--- src/rtl/acc_op_sequencer.sv ---
// Accumulator command sequencer: single-cycle CLR/LOAD/ADD/SUB, 16-cycle shift-add MUL.
// Latency: EXEC one cycle after accept, MUL retires WIDTH+1 cycles after accept; cmd_ready only in IDLE.
module acc_op_sequencer #(
    parameter int WIDTH = 16
) (
    input  logic             clk,
    input  logic             rst,
    input  logic             cmd_valid,
    output logic             cmd_ready,
    input  logic [2:0]       cmd_op,
    input  logic [WIDTH-1:0] cmd_data,
    input  logic [WIDTH-1:0] acc_q,
    output logic [WIDTH-1:0] acc_in,
    output logic             acc_load,
    output logic             busy,
    output logic             done,
    output logic             ovf,
    output logic             err
);
    localparam int CW = (WIDTH > 1) ? $clog2(WIDTH) : 1;

    localparam logic [2:0] OP_NOP  = 3'd0;
    localparam logic [2:0] OP_CLR  = 3'd1;
    localparam logic [2:0] OP_LOAD = 3'd2;
    localparam logic [2:0] OP_ADD  = 3'd3;
    localparam logic [2:0] OP_SUB  = 3'd4;
    localparam logic [2:0] OP_MUL  = 3'd5;

    typedef enum logic [1:0] {S_IDLE, S_EXEC, S_MUL_RUN, S_WRITE} state_t;

    state_t             r_state;
    state_t             w_next;
    logic [2:0]         r_op;
    logic [WIDTH-1:0]   r_data;
    logic [2*WIDTH-1:0] r_mcand;
    logic [WIDTH-1:0]   r_mplier;
    logic [2*WIDTH-1:0] r_prod;
    logic [CW-1:0]      r_cnt;
    logic               r_ovf;

    logic               w_accept;
    logic [WIDTH:0]     w_sum;
    logic [WIDTH-1:0]   w_diff;
    logic               w_borrow;
    logic [WIDTH-1:0]   w_acc_in;
    logic               w_acc_load;
    logic               w_done;
    logic               w_err;
    logic               w_ovf_we;
    logic               w_ovf_nxt;

    // Ready is gated by rst so nothing is accepted while reset is held.
    assign cmd_ready = (r_state == S_IDLE) && !rst;
    assign w_accept  = cmd_valid && cmd_ready;
    assign busy      = (r_state != S_IDLE);
    assign acc_in    = w_acc_in;
    assign acc_load  = w_acc_load;
    assign done      = w_done;
    assign err       = w_err;
    assign ovf       = r_ovf;

    assign w_sum    = {1'b0, acc_q} + {1'b0, r_data};
    assign w_diff   = acc_q - r_data;
    assign w_borrow = (acc_q < r_data);

    always_ff @(posedge clk or posedge rst) begin
        if (rst) r_state <= S_IDLE;
        else     r_state <= w_next;
    end

    always_comb begin
        w_next     = r_state;
        w_acc_in   = '0;
        w_acc_load = 1'b0;
        w_done     = 1'b0;
        w_err      = 1'b0;
        w_ovf_we   = 1'b0;
        w_ovf_nxt  = r_ovf;
        case (r_state)
            S_IDLE: begin
                if (w_accept) w_next = (cmd_op == OP_MUL) ? S_MUL_RUN : S_EXEC;
            end
            S_EXEC: begin
                w_done = 1'b1;
                w_next = S_IDLE;
                case (r_op)
                    OP_NOP:  ;
                    OP_CLR:  w_acc_load = 1'b1;
                    OP_LOAD: begin
                        w_acc_in   = r_data;
                        w_acc_load = 1'b1;
                    end
                    OP_ADD: begin
                        w_acc_in   = w_sum[WIDTH-1:0];
                        w_acc_load = 1'b1;
                        w_ovf_we   = 1'b1;
                        w_ovf_nxt  = w_sum[WIDTH];
                    end
                    OP_SUB: begin
                        w_acc_in   = w_diff;
                        w_acc_load = 1'b1;
                        w_ovf_we   = 1'b1;
                        w_ovf_nxt  = w_borrow;
                    end
                    default: w_err = 1'b1;
                endcase
            end
            S_MUL_RUN: begin
                if (r_cnt == CW'(WIDTH - 1)) w_next = S_WRITE;
            end
            S_WRITE: begin
                w_acc_in   = r_prod[WIDTH-1:0];
                w_acc_load = 1'b1;
                w_done     = 1'b1;
                w_ovf_we   = 1'b1;
                w_ovf_nxt  = |r_prod[2*WIDTH-1:WIDTH];
                w_next     = S_IDLE;
            end
            default: w_next = S_IDLE;
        endcase
    end

    // Shift-add multiplier always runs the full WIDTH iterations.
    always_ff @(posedge clk or posedge rst) begin
        if (rst) begin
            r_op     <= '0;
            r_data   <= '0;
            r_mcand  <= '0;
            r_mplier <= '0;
            r_prod   <= '0;
            r_cnt    <= '0;
            r_ovf    <= 1'b0;
        end else begin
            if (w_accept) begin
                r_op   <= cmd_op;
                r_data <= cmd_data;
                if (cmd_op == OP_MUL) begin
                    r_mcand  <= {{WIDTH{1'b0}}, acc_q};
                    r_mplier <= cmd_data;
                    r_prod   <= '0;
                    r_cnt    <= '0;
                end
            end
            if (r_state == S_MUL_RUN) begin
                if (r_mplier[0]) r_prod <= r_prod + r_mcand;
                r_mcand  <= r_mcand << 1;
                r_mplier <= r_mplier >> 1;
                r_cnt    <= r_cnt + CW'(1);
            end
            if (w_ovf_we) r_ovf <= w_ovf_nxt;
        end
    end
endmodule

--- config.mk ---
export PLATFORM = sky130hd
export DESIGN_NAME = acc_op_sequencer
export DESIGN_NICKNAME = d
export VERILOG_FILES = /design/src/rtl/acc_op_sequencer.sv
export SDC_FILE = /design/constraint.sdc
export NUM_CORES = 1
export LEC_CHECK = 0
export CAP_MARGIN = 10
export CORE_ASPECT_RATIO = 0.8
export CORE_MARGIN = 10
export CORE_UTILIZATION = 35
export CTS_BUF_LIST = sky130_fd_sc_hd__clkbuf_16
export DETAILED_ROUTE_END_ITERATION = 6
export SYNTH_ARGS = -nofsm -noshare
export SYNTH_HDL_FRONTEND = slang
export SYNTH_SLANG_ARGS = --single-unit
--- constraint.sdc ---
create_clock -name clk -period 4.8 [get_ports clk]
set_input_delay 0.72 -clock clk [delete_from_list [all_inputs] [get_ports clk]]
set_output_delay 0.72 -clock clk [all_outputs]
set_load 0.02 [all_outputs]
==> reports/metrics.cfg <==
[worst_setup_path]
critPathKind=input pin to output port
endpoint_kind=output port
arrival_ns=3.83
r2r-end=r_prod[30]
r2r-start=r_mcand[0]
reg2reg_slack_ns=1.91
worstPathMaxFanout=3
ff2ff_path_depth=12
cp.required_ns=4.08
critPathLaunchType=input pin

[final_layout]
layoutNonFillerInstCount=1251
fin_nets=1077
insertedDiodeCount=0
final_area_sq_mm=0.008846
drive_above_1_share_pct=6.967
nFillCells=2196
syn_to_final_growth_pct=15.69
seqCellArea_sq_mm=0.002653
multi_input_area_sq_mm=0.004619
postLayoutCoreUtil_pct=41.14

[global_routing]
grt_pass1_wl_um=37900
antenna_found_initial=0
grt_usage_pct=16.66
grt_max_degree=58
grt-ovfl-total=0
grt_pass1_vias=6733

[floorplanning]
fp-row-count=48
ios=60
die_area_sq_mm=0.02820
die_h_um=152.2
core_area_sq_mm=0.02150
die_w_um=185.3
initial_core_util_pct=35.56

[synth]
yosysSeqAreaShare_pct=34.69
synthFlopType=dfrtp_1
syn-instance-count=927
yosysUniqueCellTypes=73
synth_fp_nets=1032
synth_edf_count=0
syn-cell-area_sq_mm=0.007646
async_flop_share_pct=100.0
ys_warn_count=0
synth_seq_cells=106
syn_avg_cell_area_sq_um=8.248

[min_path]
min_from=r_prod[31]
hold_path.class=flip-flop to flip-flop
holdPathEnd=r_prod[31]
hold_depth=1

[sta]
worstMarginPinSlew_ns=0.9923
slew_violations=0
fmax_mhz=219.7
skew_ns=0.008983
rsz0062_at_grt=no
relSlewSlack_pct=33.40
finalCriticalPeriod_ns=4.551
timing.setup.tns_ns=0
period_share_pct=94.82
hold_violations=0
setup_viol=0

[clock_tree]
clk_latency_ns=0.37
cts_buffers=9
clock_path_buffers=2
post_cts_buffers=0
clk_pin_slew_worst_paths_ns=0.08
cts_hold_buf=0
ctsResizeCount=0
cts.sinks=106
cts-htree-levels=3
cts_root_buf=clkbuf_16
cts_tree=built

[route]
drtAntennaViolNets=0
dr.pass1.iters=5
drc_errors=0
vias=6990
vias_per_cell=5.588
drt_iter0_markers=656
post_drt_wl_per_cell_um=18.71
routed_wl_um=23410

[power]
power_mw=5.262
peakVddDrop_uv=292.1
power.density_mw_per_mm2=594.8
p_leak_nw=3.928

[placed_design]
gp_congestion=0.9176
place_area_sq_mm=0.008559
dp_hpwl_um=17260
place_inst=1236
portBuffers=59

[flow_run]
maxCapViolCount=0

[run_status]
status=completed

-- worst max-delay path, stage by stage --
cell	delay, ns
clkdlybuf4s50_1	0.46
ha_1	0.33
nand2b_1	0.15
a21oi_1	0.20
o21ai_0	0.16
nand2_1	0.18
a31oi_1	0.15
o31ai_1	0.39
nand2_1	0.10
o2111a_1	0.17
nor3_1	0.17
clkdlybuf4s50_1	0.64
-- worst max path at each step --
| stage | from | to |
|---|---|---|
| 6_report | acc_q[1] | acc_in[9] |
| 3_3_place_gp | acc_q[0] | acc_in[14] |
| 3_5_place_dp | acc_q[0] | acc_in[14] |
| 2_1_floorplan | acc_q[0] | acc_in[12] |
| 4_1_cts | acc_q[0] | acc_in[14] |
| 5_1_grt | acc_q[1] | acc_in[9] |
-- routing by layer --
metal / track usage, % / up-vias / wire length (um)
met1: 25.78 / 3383 / 12390
met4: 3.091 / 0 / 155
met2: 22.72 / 180 / 9552
li1: - / 3415 / -
met5: 0 / - / 0
met3: 3.813 / 12 / 1308
-- Yosys cell counts (all sizes together), types with 28 or more instances --
library cell	count	area share [%]
dfrtp	106	35
o21ai	95	6.3
o22ai	33	2.7
nand2	136	6.7
nand3	28	1.8
a21oi	54	3.6
clkbuf	31	1.5
nor2	90	4.5
ha	64	10
inv	46	2.3
-- layout make-up --
cell class | count | area share (%)
clock inverters | 6 | 0.3819
well taps | 275 | 3.890
inverters | 46 | 1.980
repair buffers | 84 | 8.996
clock buffers | 9 | 2.546
multi-input cells | 725 | 52.22
flip-flops and latches | 106 | 29.99
-- cells in the final DEF (no fill, tap or decap), types with 10 or more instances in the layout --
cell type and count:
a21oi_1 52, ha_1 64, o22ai_1 33, nor2_1 89
nand2_1 134, o21ai_1 10, xnor2_1 19, nor3_1 12
nand2b_1 10, inv_1 44, clkdlybuf4s50_1 52, dfrtp_1 106
xor2_1 19, o21ai_0 84, a21o_1 17, nand3_1 28
buf_4 25
-- power by group --
part           leakage [nW]  internal [mW]  switching, mW
clock network         0.127          0.346          0.365
logic                  2.52           1.23           1.71
registers              1.28           1.26          0.348
total                  3.93           2.84           2.43
-- flip-flops by register name, summed over array words and instances (netlist names) --
signal and flops:
r_mcand 32, r_prod 32, r_cnt 4, r_op 3, r_data 16, r_mplier 16
ovf 1, r_state 2
-- logic make-up after synthesis --
group | count (synthesis) | synth area share, %
and+or+nand+nor | 318 | 18.18
DFF | 106 | 34.69
AOI/OAI and AO/OA | 298 | 25.94
buffers and inverters | 96 | 5.056
muxes | 4 | 0.5237
xor gates and xnor gates | 38 | 4.353
adders and majority gates | 67 | 11.26
-- metrics by stage --
step	setup WS, ns	hold WS, ns
after detailed placement	0.05972	0.4879
final	0.2488	0.4976
after CTS	0.04765	0.5026
after global routing	0.05112	0.5199
after global placement	0.07396	0.4697
after floorplan	1.238	0.4496
Power figures use the tool's default switching activity.
